`src/rtl/cursor_move_ctrl.sv`:
```
// Grid-snapped cursor controller: direction buttons -> single-tile moves with hold-to-auto-repeat.
// Build option: define CURSOR_WRAP_EN to wrap at board edges instead of saturating.
module cursor_move_ctrl #(
  parameter int COLS         = 16,
  parameter int ROWS         = 16,
  parameter int TILE         = 30,
  parameter int X0           = 144,
  parameter int Y0           = 35,
  parameter int START_COL    = 7,
  parameter int START_ROW    = 7,
  parameter int REPEAT_DELAY = 20,
  parameter int REPEAT_RATE  = 6
) (
  input  logic       clk,
  input  logic       rst,
  input  logic       tick,
  input  logic       up,
  input  logic       down,
  input  logic       left,
  input  logic       right,
  output logic [4:0] col,
  output logic [4:0] row,
  output logic [9:0] xpos,
  output logic [9:0] ypos,
  output logic       moved
);

  localparam logic [1:0] ST_IDLE   = 2'd0;
  localparam logic [1:0] ST_DELAY  = 2'd1;
  localparam logic [1:0] ST_REPEAT = 2'd2;

  localparam logic [1:0] DIR_RIGHT = 2'd0;
  localparam logic [1:0] DIR_LEFT  = 2'd1;
  localparam logic [1:0] DIR_UP    = 2'd2;
  localparam logic [1:0] DIR_DOWN  = 2'd3;

`ifdef CURSOR_WRAP_EN
  localparam bit WRAP = 1'b1;
`else
  localparam bit WRAP = 1'b0;
`endif

  localparam int CMAX = (REPEAT_DELAY > REPEAT_RATE) ? REPEAT_DELAY : REPEAT_RATE;
  localparam int CW   = $clog2(CMAX + 1);

  localparam logic [4:0] COL_LAST  = 5'(COLS - 1);
  localparam logic [4:0] ROW_LAST  = 5'(ROWS - 1);
  localparam logic [4:0] COL_START = 5'(START_COL);
  localparam logic [4:0] ROW_START = 5'(START_ROW);
  localparam logic [9:0] STEP      = 10'(TILE);
  localparam logic [9:0] X_FIRST   = 10'(X0);
  localparam logic [9:0] Y_FIRST   = 10'(Y0);
  localparam logic [9:0] X_LAST    = 10'(X0 + (COLS - 1) * TILE);
  localparam logic [9:0] Y_LAST    = 10'(Y0 + (ROWS - 1) * TILE);
  localparam logic [9:0] X_START   = 10'(X0 + START_COL * TILE);
  localparam logic [9:0] Y_START   = 10'(Y0 + START_ROW * TILE);

  logic [1:0]    state, state_n;
  logic [1:0]    dir, dir_n;
  logic [CW-1:0] cnt, cnt_n, cnt_inc;
  logic [1:0]    win;
  logic          any;
  logic          do_move;
  logic          step;
  logic [4:0]    col_n, row_n;
  logic [9:0]    xpos_n, ypos_n;

  // Fixed priority: right > left > up > down.
  always_comb begin
    any = right | left | up | down;
    win = DIR_DOWN;
    if (right)     win = DIR_RIGHT;
    else if (left) win = DIR_LEFT;
    else if (up)   win = DIR_UP;
  end

  assign cnt_inc = cnt + CW'(1);

  always_comb begin
    state_n = state;
    dir_n   = dir;
    cnt_n   = cnt;
    do_move = 1'b0;
    if (tick) begin
      case (state)
        ST_IDLE: begin
          if (any) begin
            do_move = 1'b1;
            dir_n   = win;
            state_n = ST_DELAY;
            cnt_n   = '0;
          end
        end
        default: begin
          if (!any) begin
            state_n = ST_IDLE;
            cnt_n   = '0;
          end else if (win != dir) begin
            do_move = 1'b1;
            dir_n   = win;
            state_n = ST_DELAY;
            cnt_n   = '0;
          end else if (state == ST_DELAY) begin
            if (cnt_inc == CW'(REPEAT_DELAY)) begin
              do_move = 1'b1;
              state_n = ST_REPEAT;
              cnt_n   = '0;
            end else begin
              cnt_n = cnt_inc;
            end
          end else begin
            if (cnt_inc == CW'(REPEAT_RATE)) begin
              do_move = 1'b1;
              cnt_n   = '0;
            end else begin
              cnt_n = cnt_inc;
            end
          end
        end
      endcase
    end
  end

  // Pixel origin tracks col/row by +/-TILE; an edge without wrap leaves the FSM advancing
  // but suppresses the position change and the moved pulse.
  always_comb begin
    col_n  = col;
    row_n  = row;
    xpos_n = xpos;
    ypos_n = ypos;
    step   = 1'b0;
    if (do_move) begin
      case (dir_n)
        DIR_RIGHT: begin
          if (col != COL_LAST) begin
            col_n  = col + 5'd1;
            xpos_n = xpos + STEP;
            step   = 1'b1;
          end else if (WRAP) begin
            col_n  = '0;
            xpos_n = X_FIRST;
            step   = 1'b1;
          end
        end
        DIR_LEFT: begin
          if (col != 5'd0) begin
            col_n  = col - 5'd1;
            xpos_n = xpos - STEP;
            step   = 1'b1;
          end else if (WRAP) begin
            col_n  = COL_LAST;
            xpos_n = X_LAST;
            step   = 1'b1;
          end
        end
        DIR_UP: begin
          if (row != 5'd0) begin
            row_n  = row - 5'd1;
            ypos_n = ypos - STEP;
            step   = 1'b1;
          end else if (WRAP) begin
            row_n  = ROW_LAST;
            ypos_n = Y_LAST;
            step   = 1'b1;
          end
        end
        default: begin
          if (row != ROW_LAST) begin
            row_n  = row + 5'd1;
            ypos_n = ypos + STEP;
            step   = 1'b1;
          end else if (WRAP) begin
            row_n  = '0;
            ypos_n = Y_FIRST;
            step   = 1'b1;
          end
        end
      endcase
    end
  end

  always_ff @(posedge clk) begin
    if (rst) begin
      state <= ST_IDLE;
      dir   <= DIR_RIGHT;
      cnt   <= '0;
      col   <= COL_START;
      row   <= ROW_START;
      xpos  <= X_START;
      ypos  <= Y_START;
      moved <= 1'b0;
    end else begin
      state <= state_n;
      dir   <= dir_n;
      cnt   <= cnt_n;
      col   <= col_n;
      row   <= row_n;
      xpos  <= xpos_n;
      ypos  <= ypos_n;
      moved <= step;
    end
  end

endmodule

```
`config.mk`:
```
export PLATFORM = sky130hd
export DESIGN_NAME = cursor_move_ctrl
export DESIGN_NICKNAME = d
export VERILOG_FILES = /design/src/rtl/cursor_move_ctrl.sv
export SDC_FILE = /design/constraint.sdc
export NUM_CORES = 1
export LEC_CHECK = 0
export ABC_AREA = 1
export BUFFER_PORTS_ARGS = -buffer_cell sky130_fd_sc_hd__buf_4
export CAP_MARGIN = 20
export CORE_MARGIN = 2
export CORE_UTILIZATION = 59
export CTS_BUF_LIST = sky130_fd_sc_hd__clkbuf_8
export CTS_CLUSTER_SIZE = 14
export DETAILED_ROUTE_END_ITERATION = 10
export PLACE_DENSITY = 0.79
export SLEW_MARGIN = 20
export SYNTH_ARGS = -nofsm -noshare
export SYNTH_HDL_FRONTEND = slang
export SYNTH_SLANG_ARGS = --single-unit
```
`constraint.sdc`:
```
create_clock -name clk -period 2.81 [get_ports clk]
set_input_delay 0.1405 -clock clk [delete_from_list [all_inputs] [get_ports clk]]
set_output_delay 0.1405 -clock clk [all_outputs]
set_load 0.03 [all_outputs]
```
Word level (Yosys, flattened, before mapping)
Cells that the tools add are included. Widths: inputs -> output; s select.

Bits of input ports: 7. Output and inout port bits: 31. Bits in registers: 40. Word-level logic and storage cells: 94.

Reductions and logical operators: 12. Eq/ne operators: 14. Bitwise gates (word level): 5. Muxes and demuxes: 46. $add $sub $neg: 9.

Operator list (number): $mux 5 (11); $mux 10 (4); $pmux 10 s2 (2); $mux 2 (13); $add 10x5->10 const B (2); $pmux 5 s2 (2); $sub 10x5->10 const B (2); $add 5x1->5 const B (3); $mux 1 (13); $reduce_and 4->1 (3); $ne 5x4->1 const B (2); $reduce_bool 5->1 (2); $sub 5x1->5 const B (2); $ne 2x2->1 const B (4); $ne 4x1->1 const B (2); $eq 5x3->1 const B (1); $eq 5x5->1 const B (1); $eq 2x1->1 const B (2); $logic_not 2->1 (2); $reduce_bool 2->1 (2); $reduce_or 2->1 (2); $or 1x1->1 (3); $pmux 1 s3 (1); $eq 2x2->1 const B (1); other kinds (3) (4).

Logic depth before layout (Yosys ltp)
Gate-level depths: netlist (run 1).

Depth in word-level cells: 12. Depth in mapped cells: 18.

Worst setup path before layout (run 1)
Ideal clock, no wire load.

Kind: register -> register. From: register dir[1]. To: register ypos[9]. Data arrival time: 2.049 ns. Stages on the path, launching flop included: 17. Setup slack: 0.626 ns. Library setup time: 0.135 ns. Path through: dfxtp_1 inv_1 or2_2 nand2_1 nand2_1 inv_1 ha_1 nand2_1 nand2_1 nand3_1 nand2_1 a21oi_1 inv_1 nand2_1 nand2_1 nand2_1 a21oi_1.

Longest elaborated chain between the ends: 9. Elaborated cells on any way between the ends: 19.

Ends and longest elaborated chain: start, declared (line 59) `logic [1:0] dir, dir_n;`; start signal, assigned (line 194) `dir <= dir_n;`; $ne 2x2->1 (line 98) `end else if (win != dir) begin`; $mux 2 (line 98); $mux 2 (line 95) `if (!any) begin`; $mux 2 (line 85) `case (state)`; $mux 2 (line 84) `if (tick) begin`; $eq 2x1->1 / $logic_not 2->1 (equally long branches) (line 133) `case (dir_n)`; $reduce_or 2->1 (no source line); $not 1->1 (no source line); $reduce_and 4->1 (no source line); end signal, assigned (line 199) `ypos <= ypos_n;`; end, declared (line 24) `output logic [9:0] ypos,`.

Parallel ways exist; a longest one is shown, timed or not. A chain may end at the register's enable or synchronous reset.

Worst setup path after layout (run 1)
Same ends and word-level chain as after synthesis.

==> impl_metrics.json, run 1 <==
{
  "status": "complete, no violations",
  "wl_per_cell_um": 12.56,
  "fin_nets": 467,
  "stdcell_area_mm2": 0.003234,
  "h-tree-depth": 2,
  "multiInputGateArea_mm2": 0.001832,
  "ant_nets": 0,
  "rsz0062_at_grt": "false",
  "syn_area_per_cell_um2": 7.065,
  "synth_top_area_share_pct": 26.78,
  "die_x_um": 73.38,
  "syn_nets": 435,
  "start_util_pct": 60.53,
  "io_pins": 38,
  "reg2reg_slack_ns": 0.21,
  "skew_ns": 0.005110,
  "slowest_delay_ns": 0.37,
  "yosys.area.top_type": "dfxtp_1",
  "path_class": "register to register",
  "relSlewSlack_pct": 61.08,
  "hold_viol": 0,
  "numCtsBuffers": 5,
  "seq_area_um2": 760.7,
  "grt_pass1_vias": 2409,
  "period_needed_ns": 2.602,
  "tns_ns": 0,
  "fillers": 416,
  "ys_ff_latch": 38,
  "place.gp.congestion": 0.8501,
  "synth-main-ff-cell": "dfxtp_1",
  "synth-edff-count": 0,
  "power_leakage_nw": 1.593,
  "end_kind": "register",
  "antenna_found_initial": 0,
  "worst-path-max-fanout": 8,
  "drt_wl_total_um": 6143,
  "grt_pass1_wl_um": 10240,
  "viasPerCell": 5.476,
  "finalCritPeriodShare_pct": 92.61,
  "max_freq_ghz": 0.3843,
  "cts_sinks": 38,
  "synthTopCellsByCount": "111 x nand2_1, 42 x inv_1, 38 x dfxtp_1, 35 x nand3_1, 29 x a21oi_1",
  "place_area_mm2": 0.003092,
  "die_h_um": 73.38,
  "initialDrtViolationCount": 111,
  "total_power_mw": 1.912,
  "postCtsSetupBuffers": 0,
  "netlist_instances": 402,
  "irDropWorstVdd_v": 0.0003444,
  "syn_area_mm2": 0.002840,
  "yosysMostFrequentCell": "nand2_1",
  "hpwl_um": 4420,
  "grtUsageTotal_pct": 23.57,
  "critPathTopFamily": "simple AND/OR/NAND/NOR gates",
  "p_per_area_mw_per_mm2": 591.2,
  "synth_async_sr_flop_share_pct": 0,
  "drc": 0,
  "grt.overflow.total": 0,
  "dr.pass1.iters": 4,
  "slowest_stage": "ha_1",
  "yosysSeqAreaShare_pct": 26.78,
  "drive_gt1_share_pct": 18.62,
  "cts_tree": "yes",
  "ys_top_cells_by_area": "dfxtp_1 27%, nand2_1 15%, ha_1 9.7%",
  "die-area_mm2": 0.005385,
  "num_vias": 2678,
  "antenna_cells": 0,
  "final_max_slew_viol_count": 0,
  "drv_cap": 0,
  "worstPathCellList": "inv_1, or2_2, nand2_1, nand2_1, inv_1, ha_1, nand2_1, nand2_1, nand3_1, nand2_1, a21oi_1, nand3_1, nand2_1, nand2_1, a21oi_1",
  "syn2layout_area_growth_pct": 13.88,
  "core-area_mm2": 0.004692,
  "worst_pin_slew_ns": 0.5832,
  "critPathRequiredTime_ns": 3.04,
  "final_util_pct": 68.93,
  "path_buf_inv": 2,
  "hold_class": "primary input to register",
  "cts.path.max_buffers": 2,
  "io_buffer_count": 35,
  "yosysWarnings": 0,
  "synth_cell_types": 35,
  "clk_latency_ns": 0.29,
  "postCtsHoldBufs": 0,
  "cp-start-kind": "register",
  "cpMostUsedCell": "nand2_1",
  "cts-root-buf": "clkbuf_8",
  "core.rowCount": 25,
  "setup_viol": 0,
  "grt_max_degree": 25,
  "crit_arrival_ns": 2.83,
  "clkTransAtPathRegs_ns": 0.08
}
sequential cells by signal, indices dropped and copies added (netlist names):
signal / count
xpos: 9
ypos: 9
cnt: 5
col: 5
row: 5
dir: 2
state: 2
moved: 1
worst reg2reg max path, cell delays in order (launching register included):
cell     delay (ns)
dfxtp_1        0.33
inv_1          0.08
or2_2          0.27
nand2_1        0.17
nand2_1        0.23
inv_1          0.34
ha_1           0.37
nand2_1        0.09
nand2_1        0.07
nand3_1        0.07
nand2_1        0.06
a21oi_1        0.15
nand3_1        0.10
nand2_1        0.07
nand2_1        0.05
a21oi_1        0.11
area by class of cell:
class | count | area share, %
clock buffers | 6 | 2.553
clock inverters | 2 | 1.857
inverters | 45 | 5.222
multi-input cells | 309 | 56.63
flip-flops and latches | 38 | 23.52
well taps | 54 | 2.089
repair buffers | 35 | 8.124
cell usage in the layout (no fill, tap or decap), drive strengths merged, types with 2 or more instances in the layout:
master	synthesis	routed
nand2	127	127
o211ai	8	8
a21oi	35	35
ha	22	22
o21ai	5	5
nor2	26	26
or2	2	2
conb	2	2
a31oi	3	3
buf	7	35
a21o	3	3
nand3b	2	2
nor3	2	2
bufinv	0	2
nand4	7	7
xnor2	9	9
inv	45	45
clkbuf	3	6
fa	4	4
nand3	41	41
dfxtp	38	38
xor2	8	8
through the flow:
stage                     setup slack, ns  hold slack, ns  instances
final                              0.2077          0.2161        489
after global routing              0.03119          0.2322        489
after CTS                          0.2148          0.2151        489
after detailed placement           0.1214          0.4835        481
after global placement             0.1626          0.4798        481
after floorplan                    0.6262          0.2289        402
final timing paths:
check | depth (start not counted) | end | startpoint
setup / recovery | 15 | ypos[9]$_SDFFE_PP0P_ | dir[1]$_SDFF_PP0_
hold / removal | 2 | col[3]$_SDFFE_PP0P_ | rst
setup reg to reg | 15 | ypos[9]$_SDFFE_PP0P_ | dir[1]$_SDFF_PP0_
hold reg to reg | 2 | ypos[8]$_SDFFE_PP0P_ | ypos[8]$_SDFFE_PP0P_
layer usage:
| metal | global-route usage [%] | wire length [µm] | vias to the layer above |
|---|---|---|---|
| met5 | 0 | 0 | - |
| met4 | 7.273 | 80 | 0 |
| met3 | 4.390 | 218 | 9 |
| met2 | 40.74 | 2959 | 49 |
| met1 | 29.64 | 2884 | 1247 |
| li1 | - | - | 1373 |
timing repair:
action                                  in CTS  in global routing
hold endpoints to repair                     0                  0
endpoints found under the setup margin       0                  1
gates resized for setup                      0                  1
kinds of logic (layout without fill, tap and decap cells):
logic type,after synthesis,count (layout),synth area share [%]
xor gates and xnor gates,17,17,5.243
AOI/OAI and AO/OA,56,56,11.98
DFF,38,38,26.78
buffers and inverters,55,88,8.722
and+or+nand+nor,208,208,34.49
adders and majority gates,26,26,12.51
other,2,2,0.2644
power by group:
group	total (mW)	switching, mW	internal, mW	leakage, nW
clock network	0.581	0.202	0.379	0.0714
registers	0.632	0.0494	0.583	0.310
logic	0.699	0.435	0.264	1.21
total	1.91	0.686	1.23	1.59
No activity file was read; power rests on OpenSTA's default activity.
==> inputs of run 2 (changes only) <==
--- a/config.mk
+++ b/config.mk
@@ -6,11 +6,12 @@
 export NUM_CORES = 1
 export LEC_CHECK = 0
 export ABC_AREA = 1
-export BUFFER_PORTS_ARGS = -buffer_cell sky130_fd_sc_hd__buf_4
+export BUFFER_PORTS_ARGS = -buffer_cell sky130_fd_sc_hd__buf_2
 export CAP_MARGIN = 20
 export CORE_MARGIN = 2
 export CORE_UTILIZATION = 59
 export CTS_BUF_LIST = sky130_fd_sc_hd__clkbuf_8
+export CTS_CLUSTER_DIAMETER = 100
 export CTS_CLUSTER_SIZE = 14
 export DETAILED_ROUTE_END_ITERATION = 10
 export PLACE_DENSITY = 0.79
==> impl_metrics.json, run 2 (synthesis gave the netlist of run 1 again) <==
{
  "drc": 0,
  "min_to": "dir[1]$_SDFF_PP0_",
  "core-area_mm2": 0.004692,
  "fin_nets": 467,
  "grt_pass1_wl_um": 10320,
  "viasPerCell": 5.368,
  "grt_pass1_vias": 2448,
  "setup.worst_path.start": "dir[1]$_SDFF_PP0_",
  "irDropWorstVdd_v": 0.0003357,
  "antenna_found_initial": 0,
  "power_leakage_nw": 1.547,
  "final_common_cell": "nand2_1",
  "h-tree-depth": 2,
  "grtUsageTotal_pct": 24.17,
  "numCtsBuffers": 5,
  "final_cell_mix": "111 x nand2_1, 41 x inv_1, 38 x dfxtp_1, 35 x nand3_1, 35 x buf_2",
  "cts_tree": "yes",
  "critPathTopFamily": "simple AND/OR/NAND/NOR gates",
  "hold_depth": 2,
  "critPathRequiredTime_ns": 3.03,
  "path_class": "register to register",
  "grt.overflow.total": 0,
  "reg2reg_slack_ns": 0.34,
  "total_power_mw": 1.767,
  "io_pins": 38,
  "hpwl_um": 4485,
  "postCtsSetupBuffers": 0,
  "cp-start-kind": "register",
  "end_kind": "register",
  "worstPathCellList": "inv_1, or2_2, nand2_1, nand2_1, inv_2, ha_1, nand2_1, nand2_1, nand3_1, nand2_1, a21oi_1, nand3_1, nand2_1, nand2_1, a21oi_1",
  "drt_wl_total_um": 6100,
  "r2r_cells": 15,
  "min_from": "rst",
  "antenna_cells": 0,
  "grt_max_degree": 25,
  "path_buf_inv": 2,
  "num_vias": 2625,
  "period_needed_ns": 2.471,
  "final_max_slew_viol_count": 0,
  "start_util_pct": 60.53,
  "seq_area_um2": 760.7,
  "tns_ns": 0,
  "core.rowCount": 25,
  "setup_viol": 0,
  "final_util_pct": 66.35,
  "die_h_um": 73.38,
  "slowest_stage": "dfxtp_1",
  "setup_ws_ns": 0.3389,
  "dr.pass1.iters": 4,
  "slowest_delay_ns": 0.33,
  "cpMostUsedCell": "nand2_1",
  "drive_gt1_share_pct": 18.85,
  "multiInputGateArea_mm2": 0.001832,
  "crit_arrival_ns": 2.69,
  "ant_nets": 0,
  "p_per_area_mw_per_mm2": 567.6,
  "initialDrtViolationCount": 105,
  "relSlewSlack_pct": 62.78,
  "wl_per_cell_um": 12.47,
  "cts-root-buf": "clkbuf_8",
  "worst_pin_slew_ns": 0.5577,
  "fillers": 415,
  "place.gp.congestion": 0.9428,
  "worst-path-max-fanout": 8,
  "hold_viol": 0,
  "skew_ns": 0.006441,
  "cts_sinks": 38,
  "io_buffer_count": 35,
  "r2r-start": "dir[1]$_SDFF_PP0_",
  "hold_class": "primary input to register",
  "finalCritPeriodShare_pct": 87.94,
  "cts.path.max_buffers": 2,
  "syn2layout_area_growth_pct": 9.604,
  "clk_latency_ns": 0.29,
  "status": "complete, no violations",
  "die-area_mm2": 0.005385,
  "rsz0062_at_grt": "false",
  "reg_top3": "xpos: 9 flops, ypos: 9 flops",
  "clkTransAtPathRegs_ns": 0.08,
  "max_freq_ghz": 0.4047,
  "r2r_end": "ypos[9]$_SDFFE_PP0P_",
  "dp_worst_setup_slack_ns": 0.2246,
  "die_x_um": 73.38,
  "drv_cap": 0
}
[run 2: where the power goes]
| part | leakage (nW) | switching (mW) | internal, mW |
|---|---|---|---|
| clock | 0.0579 | 0.200 | 0.261 |
| combinational | 1.18 | 0.433 | 0.242 |
| sequential | 0.310 | 0.0474 | 0.583 |
| total | 1.55 | 0.681 | 1.09 |
[run 2: what timing repair did]
item | 4_1_cts | 5_1_grt
resized for setup | 0 | 1
endpoints found under the setup margin | 0 | 1
hold buffers | 0 | 0
[run 2: metal layers]
layer | vias up | global-route usage [%] | part of all wire (%) | routed length [µm]
li1 | 1375 | - | - | -
met1 | 1182 | 29.84 | 47 | 2863
met2 | 49 | 40.84 | 47 | 2864
met3 | 19 | 4.801 | 3.4 | 209
met4 | 0 | 10.30 | 2.7 | 163
met5 | - | 0 | 0 | 0
[run 2: worst max-delay path by stage]
stage               slack (ns)  cells past startpoint              endpoint
detailed placement        0.22                     15  xpos[9]$_SDFFE_PP0P_
CTS                       0.28                     15  ypos[9]$_SDFFE_PP0P_
global placement          0.33                     15  xpos[9]$_SDFFE_PP0P_
floorplan                 0.63                     16  ypos[9]$_SDFFE_PP0P_
global route              0.09                     15  ypos[9]$_SDFFE_PP0P_
finish                    0.34                     15  ypos[9]$_SDFFE_PP0P_
[run 2: layout make-up]
type                       count  share of cell area, %
multi-input combinational    309                  58.84
sequential                    38                  24.44
timing repair buffer          35                  5.627
inverter                      45                  5.426
clock buffer                   5                  2.211
tap                           54                  2.170
clock inverter                 3                  1.286
[run 2: per-stage QoR]
step / cell area, µm² / hold slack, ns / cells
after global routing: 3113 / 0.3305 / 489
final: 3113 / 0.3094 / 489
after floorplan: 2840 / 0.2289 / 402
after global placement: 3004 / 0.4755 / 481
after CTS: 3113 / 0.3124 / 489
after detailed placement: 3004 / 0.4833 / 481
==> inputs of run 3 (changes only) <==
==> constraint.sdc (replaced) <==
create_clock -name clk -period 3.1 [get_ports clk]
set_input_delay 0.155 -clock clk [delete_from_list [all_inputs] [get_ports clk]]
set_output_delay 0.155 -clock clk [all_outputs]
set_load 0.03 [all_outputs]
==> impl_metrics.json, run 3 (synthesis gave the netlist of run 1 again) <==
{
  "viasPerCell": 5.391,
  "final_common_cell": "nand2_1",
  "max_freq_ghz": 0.3898,
  "core.rowCount": 25,
  "cts_resized": 0,
  "path_class": "register to register",
  "initialDrtViolationCount": 141,
  "setup_ws_ns": 0.5343,
  "io_pins": 38,
  "slowest_stage": "ha_1",
  "grt.overflow.total": 0,
  "worstPathCellList": "inv_1, or2_2, nand2_1, nand2_1, inv_1, ha_1, nand2_1, nand2_1, nand3_1, nand2_1, a21oi_1, inv_1, nand2_1, nand2_1, nand2_1, a21oi_1",
  "tns_ns": 0,
  "finalCritPeriodShare_pct": 82.77,
  "cts.path.max_buffers": 2,
  "worst_pin_slew_ns": 0.5723,
  "io_buffer_count": 35,
  "grt_pass1_wl_um": 10320,
  "postCtsHoldBufs": 0,
  "path_buf_inv": 3,
  "ant_nets": 0,
  "core-area_mm2": 0.004692,
  "final_cell_mix": "111 x nand2_1, 42 x inv_1, 38 x dfxtp_1, 35 x nand3_1, 35 x buf_2",
  "hold_viol": 0,
  "power_leakage_nw": 1.549,
  "numCtsBuffers": 5,
  "final_max_slew_viol_count": 0,
  "hold_class": "primary input to register",
  "period_needed_ns": 2.566,
  "syn2layout_area_growth_pct": 9.604,
  "rsz0062_at_grt": "false",
  "hpwl_um": 4448,
  "r2r_cells": 16,
  "crit_arrival_ns": 2.73,
  "cts-root-buf": "clkbuf_8",
  "postCtsSetupBuffers": 0,
  "dp_worst_setup_slack_ns": 0.5238,
  "drt_wl_total_um": 5956,
  "cpMostUsedCell": "nand2_1",
  "drv_cap": 0,
  "grt_max_degree": 25,
  "slowest_delay_ns": 0.36,
  "num_vias": 2636,
  "h-tree-depth": 2,
  "antenna_found_initial": 0,
  "die_h_um": 73.38,
  "p_per_area_mw_per_mm2": 514.8,
  "antenna_cells": 0,
  "r2r_end": "ypos[9]$_SDFFE_PP0P_",
  "cp-start-kind": "register",
  "critPathTopFamily": "simple AND/OR/NAND/NOR gates",
  "dr.pass1.iters": 4,
  "end_kind": "register",
  "irDropWorstVdd_v": 0.0003456,
  "skew_ns": 0.003693,
  "cts_tree": "yes",
  "grt_pass1_vias": 2422,
  "drc": 0,
  "drive_gt1_share_pct": 18.62,
  "die-area_mm2": 0.005385,
  "start_util_pct": 60.53,
  "r2r-start": "dir[1]$_SDFF_PP0_",
  "setup.worst_path.start": "dir[1]$_SDFF_PP0_",
  "fin_nets": 467,
  "place.gp.congestion": 0.9442,
  "clk_latency_ns": 0.29,
  "path_depth": 16,
  "setup_viol": 0,
  "wl_per_cell_um": 12.18,
  "clkTransAtPathRegs_ns": 0.08,
  "critPathCapture": "ypos[9]$_SDFFE_PP0P_",
  "cts_sinks": 38,
  "reg2reg_slack_ns": 0.53,
  "critPathRequiredTime_ns": 3.26,
  "grtUsageTotal_pct": 24.12,
  "reg_top3": "xpos: 9 flops, ypos: 9 flops",
  "die_x_um": 73.38,
  "relSlewSlack_pct": 61.80,
  "status": "complete, no violations",
  "worst-path-max-fanout": 8
}
## run 3: cell types whose count changed in the layout (fill, tap and decap cells not counted)
cell	before	now
inv_2	4	3
inv_1	41	42
## run 3: per-stage QoR
| stage | hold WS, ns | util [%] | total power [mW] | std cells | area, µm² |
|---|---|---|---|---|---|
| CTS | 0.3228 | 66.35 | 1.611 | 489 | 3113 |
| global placement | 0.4755 | 64.03 | 1.177 | 481 | 3004 |
| finish | 0.3214 | 66.35 | 1.602 | 489 | 3113 |
| global route | 0.3356 | 66.35 | 1.717 | 489 | 3113 |
| detailed placement | 0.4899 | 64.03 | 1.188 | 481 | 3004 |
| floorplan | 0.2434 | - | 1.076 | 402 | 2840 |
## run 3: area by class of cell
cell class | count | area, µm²
Timing Repair Buffer | 35 | 175.2
Clock buffer | 5 | 68.82
Clock inverter | 3 | 40.04
Sequential cell | 38 | 760.7
Tap cell | 54 | 67.56
Inverter | 45 | 168.9
Multi-Input combinational cell | 309 | 1832
Fill cell | 432 | 1579
## run 3: worst min path at each step
| stage | from | to | cells after the start | slack [ns] |
|---|---|---|---|---|
| after CTS | rst | dir[0]$_SDFF_PP0_ | 2 | 0.32 |
| after global placement | ypos[8]$_SDFFE_PP0P_ | ypos[8]$_SDFFE_PP0P_ | 2 | 0.48 |
| final | rst | dir[0]$_SDFF_PP0_ | 2 | 0.32 |
| after detailed placement | ypos[8]$_SDFFE_PP0P_ | ypos[8]$_SDFFE_PP0P_ | 2 | 0.49 |
| after floorplan | rst | xpos[6]$_SDFFE_PP1P_ | 2 | 0.24 |
| after global routing | rst | dir[1]$_SDFF_PP0_ | 2 | 0.34 |
## run 3: per-layer routing
layer	track usage [%]	up-vias	part of all wire (%)
met5	0	-	0
met4	8.081	0	1.0
met3	4.664	6	5.0
met2	41.94	48	49
met1	29.78	1203	45
li1	-	1379	-
## run 3: power breakdown
part | internal (mW) | switching, mW
clock network | 0.237 | 0.185
registers | 0.528 | 0.0431
logic | 0.219 | 0.390
total | 0.985 | 0.618
